`config.mk`:
```
export PLATFORM = sky130hd
export DESIGN_NAME = pixel_stream_source_flat
export DESIGN_NICKNAME = d
export VERILOG_FILES = /design/src/rtl/pixel_stream_if.sv /design/src/rtl/pixel_stream_source.sv /design/src/flat_wrapper.sv
export SDC_FILE = /design/constraint.sdc
export NUM_CORES = 1
export LEC_CHECK = 0
export CORE_MARGIN = 3
export CORE_UTILIZATION = 52
export DETAILED_ROUTE_END_ITERATION = 6
export GPL_TIMING_DRIVEN = 0
export PLACE_DENSITY = 0.86
export SLEW_MARGIN = 20
export SYNTH_ARGS = -nofsm -noshare
export SYNTH_HDL_FRONTEND = slang
export SYNTH_SLANG_ARGS = --single-unit
```
`constraint.sdc`:
```
create_clock -name clk -period 4.5 [get_ports clk]
set_clock_uncertainty 0.1 [all_clocks]
set_input_delay 1.125 -clock clk [delete_from_list [all_inputs] [get_ports clk]]
set_output_delay 1.125 -clock clk [all_outputs]
set_load 0.03 [all_outputs]
```
`src/rtl/pixel_stream_if.sv`:
```
// pixel_stream_if: AXI-Stream RGB pixel bus with start-of-frame and end-of-line sideband
interface pixel_stream_if #(parameter int DATA_WIDTH = 8);
  logic [3*DATA_WIDTH-1:0] tdata;
  logic tvalid;
  logic tready;
  logic tuser;
  logic tlast;
  modport master (output tdata, tvalid, tuser, tlast, input tready);
  modport slave (input tdata, tvalid, tuser, tlast, output tready);
endinterface

```
`src/rtl/pixel_stream_source.sv`:
```
// pixel_stream_source: raster-order frame-buffer reader feeding an RGB AXI-Stream through a 2-entry skid buffer
module pixel_stream_source #(
  parameter int WIDTH      = 640,
  parameter int HEIGHT     = 480,
  parameter int DATA_WIDTH = 8,
  parameter int ADDR_WIDTH = 19
) (
  input  logic                    clk,
  input  logic                    rst,
  input  logic                    i_enable,
  input  logic                    i_start,
  output logic                    o_busy,
  output logic                    o_done,
  output logic                    o_frame_start,
  output logic                    o_mem_rd_en,
  output logic [ADDR_WIDTH-1:0]   o_mem_addr,
  input  logic [3*DATA_WIDTH-1:0] i_mem_rd_data,
  pixel_stream_if.master          m_axis
);
  localparam int PW = 3*DATA_WIDTH;
  localparam int XW = WIDTH > 1 ? $clog2(WIDTH) : 1;
  localparam logic [ADDR_WIDTH-1:0] LAST_ADDR = ADDR_WIDTH'(WIDTH*HEIGHT-1);
  typedef enum logic [1:0] {IDLE, SOF, READ, DRAIN} state_t;
  state_t r_state, w_next;
  logic [XW-1:0] r_x;
  logic [ADDR_WIDTH-1:0] r_addr;
  logic r_inflight, r_if_user, r_if_last, r_done;
  logic [1:0] r_fill;
  logic [PW+1:0] r_buf0, r_buf1;
  logic w_pop, w_push, w_rd_en, w_last_issue, w_drain_done;
  logic [1:0] w_occ, w_fill_pop;
  logic [PW+1:0] w_in;
  assign w_pop        = m_axis.tvalid && m_axis.tready;
  assign w_push       = r_inflight;
  assign w_in         = {i_mem_rd_data, r_if_user, r_if_last};
  assign w_occ        = r_fill + {1'b0, r_inflight};
  assign w_fill_pop   = r_fill - {1'b0, w_pop};
  assign w_rd_en      = r_state == READ && i_enable && (w_occ < 2'd2 || (w_occ == 2'd2 && w_pop));
  assign w_last_issue = w_rd_en && r_addr == LAST_ADDR;
  assign w_drain_done = r_state == DRAIN && !r_inflight && (r_fill == 2'd0 || (r_fill == 2'd1 && w_pop));
  assign o_busy        = r_state != IDLE;
  assign o_done        = r_done;
  assign o_frame_start = r_state == SOF;
  assign o_mem_rd_en   = w_rd_en;
  assign o_mem_addr    = r_addr;
  assign m_axis.tvalid = r_fill != 2'd0;
  assign m_axis.tdata  = r_buf0[PW+1:2];
  assign m_axis.tuser  = r_buf0[1];
  assign m_axis.tlast  = r_buf0[0];
  // next state: a start coinciding with the done pulse is not accepted
  always_comb begin
    w_next = r_state == IDLE  ? ((i_start && !r_done) ? SOF : IDLE) :
             r_state == SOF   ? READ :
             r_state == READ  ? (w_last_issue ? DRAIN : READ) :
                                (w_drain_done ? IDLE : DRAIN);
  end
  // state register and done pulse
  always_ff @(posedge clk or posedge rst) begin
    if (rst) begin
      r_state <= IDLE;
      r_done  <= 1'b0;
    end else begin
      r_state <= w_next;
      r_done  <= w_drain_done;
    end
  end
  // raster read counter; holds on the last pixel instead of wrapping
  always_ff @(posedge clk or posedge rst) begin
    if (rst) begin
      r_x    <= '0;
      r_addr <= '0;
    end else if (r_state == SOF) begin
      r_x    <= '0;
      r_addr <= '0;
    end else if (w_rd_en && !w_last_issue) begin
      r_x    <= r_x == XW'(WIDTH-1) ? '0 : r_x + 1'b1;
      r_addr <= r_addr + 1'b1;
    end
  end
  // sideband for the read in flight, taken from the address at issue time
  always_ff @(posedge clk or posedge rst) begin
    if (rst) begin
      r_inflight <= 1'b0;
      r_if_user  <= 1'b0;
      r_if_last  <= 1'b0;
    end else begin
      r_inflight <= w_rd_en;
      if (w_rd_en) begin
        r_if_user <= r_addr == '0;
        r_if_last <= r_x == XW'(WIDTH-1);
      end
    end
  end
  // 2-entry buffer: head in r_buf0 drives the stream, returned data lands behind what remains after a pop
  always_ff @(posedge clk or posedge rst) begin
    if (rst) begin
      r_fill <= 2'd0;
      r_buf0 <= '0;
      r_buf1 <= '0;
    end else begin
      r_fill <= w_fill_pop + {1'b0, w_push};
      if (w_pop) r_buf0 <= r_buf1;
      if (w_push && w_fill_pop == 2'd0) r_buf0 <= w_in;
      if (w_push && w_fill_pop == 2'd1) r_buf1 <= w_in;
    end
  end
endmodule

```
`src/flat_wrapper.sv`:
```
// flat-port wrapper written by rule: the top's interface ports become plain ports
module pixel_stream_source_flat 
#(
  parameter int WIDTH      = 640,
  parameter int HEIGHT     = 480,
  parameter int DATA_WIDTH = 8,
  parameter int ADDR_WIDTH = 19
)
  (clk, rst, i_enable, i_start, o_busy, o_done, o_frame_start, o_mem_rd_en, o_mem_addr, i_mem_rd_data, m_axis_tdata, m_axis_tvalid, m_axis_tuser, m_axis_tlast, m_axis_tready);
  pixel_stream_if #(.DATA_WIDTH(DATA_WIDTH)) m_axis_i ();
  input  logic clk;
  input  logic rst;
  input  logic i_enable;
  input  logic i_start;
  output logic o_busy;
  output logic o_done;
  output logic o_frame_start;
  output logic o_mem_rd_en;
  output logic [ADDR_WIDTH-1:0] o_mem_addr;
  input  logic [3*DATA_WIDTH-1:0] i_mem_rd_data;
  output wire logic [$bits(m_axis_i.tdata)-1:0] m_axis_tdata;
  output wire logic [$bits(m_axis_i.tvalid)-1:0] m_axis_tvalid;
  output wire logic [$bits(m_axis_i.tuser)-1:0] m_axis_tuser;
  output wire logic [$bits(m_axis_i.tlast)-1:0] m_axis_tlast;
  input wire logic [$bits(m_axis_i.tready)-1:0] m_axis_tready;
  assign m_axis_tdata = m_axis_i.tdata;
  assign m_axis_tvalid = m_axis_i.tvalid;
  assign m_axis_tuser = m_axis_i.tuser;
  assign m_axis_tlast = m_axis_i.tlast;
  assign m_axis_i.tready = m_axis_tready;
  pixel_stream_source #(.WIDTH(WIDTH), .HEIGHT(HEIGHT), .DATA_WIDTH(DATA_WIDTH), .ADDR_WIDTH(ADDR_WIDTH)) u_core (.clk(clk), .rst(rst), .i_enable(i_enable), .i_start(i_start), .o_busy(o_busy), .o_done(o_done), .o_frame_start(o_frame_start), .o_mem_rd_en(o_mem_rd_en), .o_mem_addr(o_mem_addr), .i_mem_rd_data(i_mem_rd_data), .m_axis(m_axis_i));
endmodule
```
[Word level (Yosys, flattened, before mapping)]
Index checks and enable logic that the tools add are counted.
W data, S select, Z words.
Word-level totals
  output and inout port bits: 50
  register bits: 89
  logic and storage cells: 62
  bits of input ports: 29
Cells by class
  eq/ne operators: 8
  $add $sub $neg: 5
  mux-type cells: 13
  $lt $le $gt $ge: 1
  reductions and logical operators: 25
Operator list (count)
  $mux W26: 2
  $mux W19: 2
  $mux W10: 3
  $add A19 B1 Y19 const B: 1
  $eq A19 B19 Y1 const B: 1
  $logic_not A19 Y1: 1
  $logic_and A1 B1 Y1: 12
  $add A10 B1 Y10 const B: 1
  $eq A10 B10 Y1 const B: 1
  $mux W2: 4
  $reduce_bool A2 Y1: 4
  $eq A2 B1 Y1 const B: 3
  $eq A2 B2 Y1 const B: 3
  $logic_not A2 Y1: 3
  $add A2 B1 Y2: 2
  $logic_not A1 Y1: 3
  $logic_or A1 B1 Y1: 2
  $lt A2 B2 Y1 const B: 1
  $mux W1: 2
  $sub A2 B1 Y2: 1

[Longest topological paths before layout]
Gate-level depths: netlist of the first run.
  word-level depth: 10
  gate-level depth with buffers: 11
  depth with buffers taken out: 8

[Worst setup path before layout of the first run]
OpenSTA, ideal clock, no wires.
  kind: input to output
  start: input m_axis_tready
  end: output o_mem_rd_en
  setup slack: 1003 ps
  arrival: 2272 ps
  buffers on the path: 1
  cell stages on the path: 5
  required time: 3275 ps
  cells stage by stage: and3b_1 -> o22ai_2 -> or2_0 -> clkbuf_1 -> clkinv_1
On the way
  cells in the longest elaborated chain, start to end: 4
RTL lines
  start, declared: RTL line flat_wrapper.sv:25  | input wire logic [$bits(m_axis_i.tready)-1:0] m_axis_tready;
  $logic_and A1 B1 Y1: RTL line pixel_stream_source.sv:33  | assign w_pop = m_axis.tvalid && m_axis.tready;
  $logic_and A1 B1 Y1: RTL line pixel_stream_source.sv:38  | assign w_rd_en = r_state == READ && i_enable && (w_occ < 2'd2 || (w_occ == 2'd2 && w_pop));
  $logic_or A1 B1 Y1: RTL line pixel_stream_source.sv:38
  $logic_and A1 B1 Y1: RTL line pixel_stream_source.sv:38
  end, declared: RTL line flat_wrapper.sv:18  | output logic o_mem_rd_en;
Every way passes these cells.

[Final worst setup path of the first run]
Same ends and word-level chain as after synthesis.

==> results.ini, run 1 <==
[placement]
place_inst = 581
dp_slack_ns = -0.486
port_buffers = 78
placed_cell_area_um2 = 5180
gp_congestion = 0.901
dp_hpwl_um = 7300

[timing]
setup_ws_ns = 0.113
period_share = 0.975
fmax_mhz = 228
slew_headroom = 0.607
period_minus_slack_ns = 4.39
rsz0062_at_grt = false
slew_violations = 0
worst_slew_pin_slew_ns = 0.590
finalSetupViolCount = 0
hold_violations = 0

[detailed_routing]
drcViolationCount = 0
postRouteAntennaNets = 0
wl_per_cell_um = 17.5
finalWirelength_um = 10500
drtIter0Drc = 236
viasPerCell = 6.03
drt-pass1-iter-count = 5
vias = 3594

[critical_path]
end_kind = primary output
crit_chain = clkdlybuf4s50_1 > and3b_1 > o22ai_2 > or2_0 > clkbuf_2 > clkinv_2 > dlygate4sd2_1
cp_slowest_cell = clkdlybuf4s50_1
cpPeakStageDelay_ns = 0.46
critPathLaunchType = input port
critPathRequiredTime_ns = 3.27
cp_num_buf_inv = 4
critical-path-top-delay-family = buffers and inverters
crit_fanout = 10
cp_data_arrival_time_ns = 3.16
worst-setup-path-type = input port to primary output

[floorplan]
dieArea_um2 = 9300
die_x_um = 96.5
die_h_um = 96.5
rows = 32
start_util = 0.542
core_area_um2 = 7850
io_pins = 79

[yosys]
synth_area_um2 = 4250
ys_seq_area_frac = 0.524
synthArstFlopShare = 1.00
synth_top_area_cell = dfrtp_1
synth_cells = 400
ys_ff_latch = 89
syn_nets = 435
synth_cell_types = 45
synth_enable_flop_cells = 0
netlist_top_cells_count = dfrtp_1, nor2_1, a21oi_1
synth.top_cell.area_share = 0.524
yosysMostFrequentCell = dfrtp_1
avgSynthCellArea_um2 = 10.6
synth_ff_type = dfrtp_1
synth_area_leaders = dfrtp_1, mux2i_1, mux2_2
ys_warn_count = 0

[global_route]
grt_pass1_wl_um = 16700
overflow = 0
antenna_found_initial = 0
grt.total_usage = 0.231
grt_max_degree = 47
first_global_vias = 3502

[finish]
fin_util = 0.683
design_area_um2 = 5360
antenna_cells = 0
stdcell_count = 596
drive_above_1_share = 0.123
nets = 525
synthToLayoutAreaGrowth_pct = 26.0

[power]
power_frac_seq = 0.392
p_int_mw = 2.05
power_switching_mw = 1.39
cellPowerDensity_nw_per_um2 = 641
peakVddDrop_v = 0.000249
combPwrFrac = 0.463
pwr-share-clk = 0.145
switching_share = 0.404
cellLeakagePower_nw = 2.35

[clock_tree]
cts_made_buffers = 9
path_clk_slew_ns = 0.08
numClockSinks = 89
cts_hold_buffers = 0
cts_root_buf = clkbuf_8
cts_tree = done
clock_path_buffers = 2
clock_latency_ns = 0.36
cts_resized = 3
cts_setup_buffers = 0
htreeDepth = 3

[min_path]
min_path_type = flop to flop

[job]
maxCapViolCount = 0

[outcome]
status = finished, final reports clean

==> layout by cell type, fill, tap and decap left out, drive strengths merged, types with 5 or more instances in the layout <==
cell	count
ha	6
mux2i	31
nor4	6
or4	10
and3	7
nand3	22
o21ai	7
dfrtp	89
xnor2	5
mux2	26
nor2	41
clkdlybuf4s50	77
clkbuf	23
inv	14
nand4	5
o31ai	6
a31oi	5
buf	13
a21oi	38
nand2	20
==> cell families after synthesis <==
kind of cell               count (synthesis)  share of synthesized area
buffers and inverters                     38                     0.0374
and+or+nand+nor                          132                      0.161
DFF                                       89                      0.524
xor gates and xnor gates                   5                     0.0103
muxes                                     57                      0.142
AOI/OAI and AO/OA                         73                      0.109
adders and majority gates                  6                     0.0176
==> layer usage <==
| metal | vias up | wire [um] | track usage | part of all wire |
|---|---|---|---|---|
| li1 | 1636 | - | - | - |
| met3 | 28 | 874 | 0.0573 | 0.084 |
| met5 | - | 0 | 0 | 0 |
| met4 | 0 | 208 | 0.0864 | 0.020 |
| met1 | 1766 | 4330 | 0.302 | 0.41 |
| met2 | 164 | 5050 | 0.375 | 0.48 |
==> area by class of cell <==
cell class | instances | area (um2)
plain buffers | 25 | 111
clock buffers | 10 | 138
clock inverters | 5 | 37.5
fillers | 609 | 2490
inverters | 13 | 52.6
multi-input cells | 273 | 1870
flip-flops and latches | 89 | 2230
well taps | 102 | 128
repair buffers | 79 | 800
==> power by group through the flow <==
stage	Combinational, mW	Sequential [mW]	Clock, mW
detailed placement	1.59	1.36	0
floorplan	0.783	1.59	0
global placement	1.53	1.33	0
global route	1.72	1.38	0.545
CTS	1.60	1.34	0.507
finish	1.59	1.35	0.499
==> flip-flops by register name (all words and copies together) (netlist names), 2 cells and up <==
signal             flops
u_core.r_buf0         26
u_core.r_buf1         26
u_core.o_mem_addr     19
u_core.r_x            10
u_core.r_fill          2
u_core.r_state         2
==> worst register-to-register path, stage by stage (launching register included) <==
cell      delay, ns
dfrtp_1        0.44
or2_2          0.31
clkbuf_1       0.11
nand2_1        0.36
buf_2          0.38
inv_1          0.09
ha_1           0.20
xnor2_1        0.28
and3_1         0.19
buf_2          0.22
buf_1          0.49
mux2_2         0.41
==> metrics by stage <==
| step | hold slack [ns] | power [mW] | TNS, ns |
|---|---|---|---|
| finish | 0.412 | 3.44 | 0 |
| global route | 0.425 | 3.65 | 0 |
| CTS | 0.404 | 3.45 | 0 |
| detailed placement | 0.374 | 2.95 | -0.486 |
| global placement | 0.370 | 2.86 | -26.55 |
| floorplan | 0.348 | 2.37 | 0 |
==> worst paths after layout <==
kind                             startpoint                     to  slack (ns)  cells past startpoint
setup reg to reg           u_core.r_fill[1]      u_core.r_buf1[15]        0.80                     11
hold reg to reg            u_core.r_buf1[5]       u_core.r_buf1[5]        0.41                      1
setup / recovery              m_axis_tready            o_mem_rd_en        0.11                      7
min in group asynchronous               rst  u_core.o_mem_addr[13]        1.07                      2
hold / removal             u_core.r_buf1[5]       u_core.r_buf1[5]        0.41                      1
max in group asynchronous               rst       u_core.r_buf1[7]        2.59                      3
No activity file was read; power rests on OpenSTA's default activity.
==> inputs of run 2 (changes only) <==
Settings changed: SETUP_SLACK_MARGIN set to 0.4.
==> run 2 against run 1 <==
  * Hold slack barely moved
  * Die area stayed put
  * Combinational power up 3%
  * Highest routed layer unchanged
  * Register-to-register slack gained 0.22 ns
  * Sequential power about the same
  * Non-clock buffer count rose by 2
  * Maximum frequency is 11% higher
  * Total power grew 1.3%
  * Clock-buffer cell count did not move
  * Critical path type unchanged
==> results.ini, run 2 (synthesized netlist as in run 1, its figures left out) <==
[clock_tree]
numClockSinks = 89
clock_path_buffers = 2
cts_made_buffers = 9
cts_root_buf = clkbuf_8
clock_latency_ns = 0.36
cts_hold_buffers = 0
htreeDepth = 3
path_clk_slew_ns = 0.08
cts_tree = done

[placement]
port_buffers = 78
dp_hpwl_um = 7300
gp_congestion = 0.901
placed_cell_area_um2 = 5180

[min_path]
hold_path_depth = 1
hp-start = u_core.r_buf1[5]
min_path_type = flop to flop

[global_route]
antenna_found_initial = 0
grt_pass1_wl_um = 16800
grt.total_usage = 0.232
grt_max_degree = 47
overflow = 0
first_global_vias = 3517

[detailed_routing]
viasPerCell = 5.98
wl_met3_um = 841
top_layer = met4
routed-wl-met2_um = 5080
postRouteAntennaNets = 0
drtIter0Drc = 171
drcViolationCount = 0
finalWirelength_um = 10500
drt-pass1-iter-count = 4
drt-met1-wl_um = 4410
vias = 3578
wl_per_cell_um = 17.5

[critical_path]
end_kind = primary output
cp_data_arrival_time_ns = 2.74
r2r_start = u_core.r_fill[1]
path_depth = 7
crit_fanout = 10
cp_num_buf_inv = 4
critPathRequiredTime_ns = 3.27
critPathLaunchType = input port
r2r_slack_ns = 1.02
cp_slowest_cell = clkdlybuf4s50_1
cpPeakStageDelay_ns = 0.46
reg2regPathDepth = 11
crit_chain = clkdlybuf4s50_1 > and3b_1 > o22ai_4 > or2_0 > clkbuf_4 > clkinv_4 > buf_2
critical-path-top-delay-family = buffers and inverters
worst-setup-path-type = input port to primary output
crit_start = m_axis_tready

[timing]
rsz0062_at_grt = false
slew_violations = 0
hold_violations = 0
fmax_mhz = 252
worst_slew_pin_slew_ns = 0.568
slew_headroom = 0.622
period_minus_slack_ns = 3.96
period_share = 0.880
finalSetupViolCount = 0
fin_tns_setup_ns = 0

[floorplan]
start_util = 0.542
core_area_um2 = 7850
dieArea_um2 = 9300
io_pins = 79
die_x_um = 96.5
die_h_um = 96.5
rows = 32

[finish]
final_cell_mix = dfrtp_1, clkdlybuf4s50_1, nor2_1
design_area_um2 = 5390
nets = 527
synthToLayoutAreaGrowth_pct = 26.8
multi_input_area_um2 = 1880
fin_util = 0.687
layout_commonest_cell = dfrtp_1
drive_above_1_share = 0.137
layout.area.seq_um2 = 2230
antenna_cells = 0
fillers = 603

[outcome]
status = finished, final reports clean

[power]
peakVddDrop_v = 0.000255
cellPowerDensity_nw_per_um2 = 645
cellLeakagePower_nw = 2.37
power.total_mw = 3.48

[job]
maxCapViolCount = 0

==> run 2: cell types whose count changed in the layout (fill, tap and decap cells not counted) <==
| cell | delta |
|---|---|
| nor2b_1 | -1 |
| o22ai_2 | -1 |
| buf_1 | -3 |
| buf_4 | +2 |
| clkbuf_2 | +1 |
| dlygate4sd2_1 | -1 |
| clkinv_4 | +1 |
| clkinv_2 | -1 |
| o22ai_4 | +1 |
| nor2b_2 | +1 |
| buf_2 | +2 |
| clkbuf_4 | +1 |
==> run 2: final cells by class <==
type	instances	share of cell area
clock buffer	10	0.0255
inverter	13	0.0104
clock inverter	5	0.00696
sequential	89	0.413
buffer	25	0.0218
multi-input combinational	273	0.348
timing repair buffer	81	0.150
tap	102	0.0237
==> run 2: path summary, 6_finish.rpt <==
path | to
hold / removal | u_core.r_buf1[5]
setup / recovery | o_mem_rd_en
max in group asynchronous | u_core.r_buf1[7]
setup reg to reg | u_core.r_buf1[6]
min in group asynchronous | u_core.o_mem_addr[7]
hold reg to reg | u_core.r_buf1[5]
==> run 2: power breakdown <==
group          switching, mW  internal [mW]  total (mW)
sequential             0.226           1.12        1.35
clock                  0.288          0.216       0.503
combinational          0.890          0.741        1.63
total                   1.40           2.08        3.48
==> run 2: repair_timing <==
action	CTS	global route
gates resized for setup	9	5
endpoints found under the setup margin	2	12
pin swaps	1	1
buffers inserted	0	2
==> run 2: metal layers <==
| metal | vias up | GRT usage |
|---|---|---|
| met5 | - | 0 |
| met4 | 0 | 0.0876 |
| li1 | 1638 | - |
| met1 | 1781 | 0.304 |
| met3 | 20 | 0.0565 |
| met2 | 139 | 0.375 |
==> run 2: metrics by stage <==
| stage | hold WS, ns | setup WS, ns | instances |
|---|---|---|---|
| finish | 0.412 | 0.539 | 598 |
| global placement | 0.370 | -0.449 | 580 |
| global route | 0.425 | 0.428 | 598 |
| CTS | 0.404 | 0.409 | 596 |
| floorplan | 0.348 | 0.968 | 400 |
| detailed placement | 0.374 | -0.486 | 581 |
==> inputs of run 3 (changes only) <==
Settings changed: ABC_CLOCK_PERIOD_IN_PS set to 4500, SLEW_MARGIN 20 to 15.
==> results of run 3 <==
The final DEF is identical to that of run 2; final timing and power are the same.
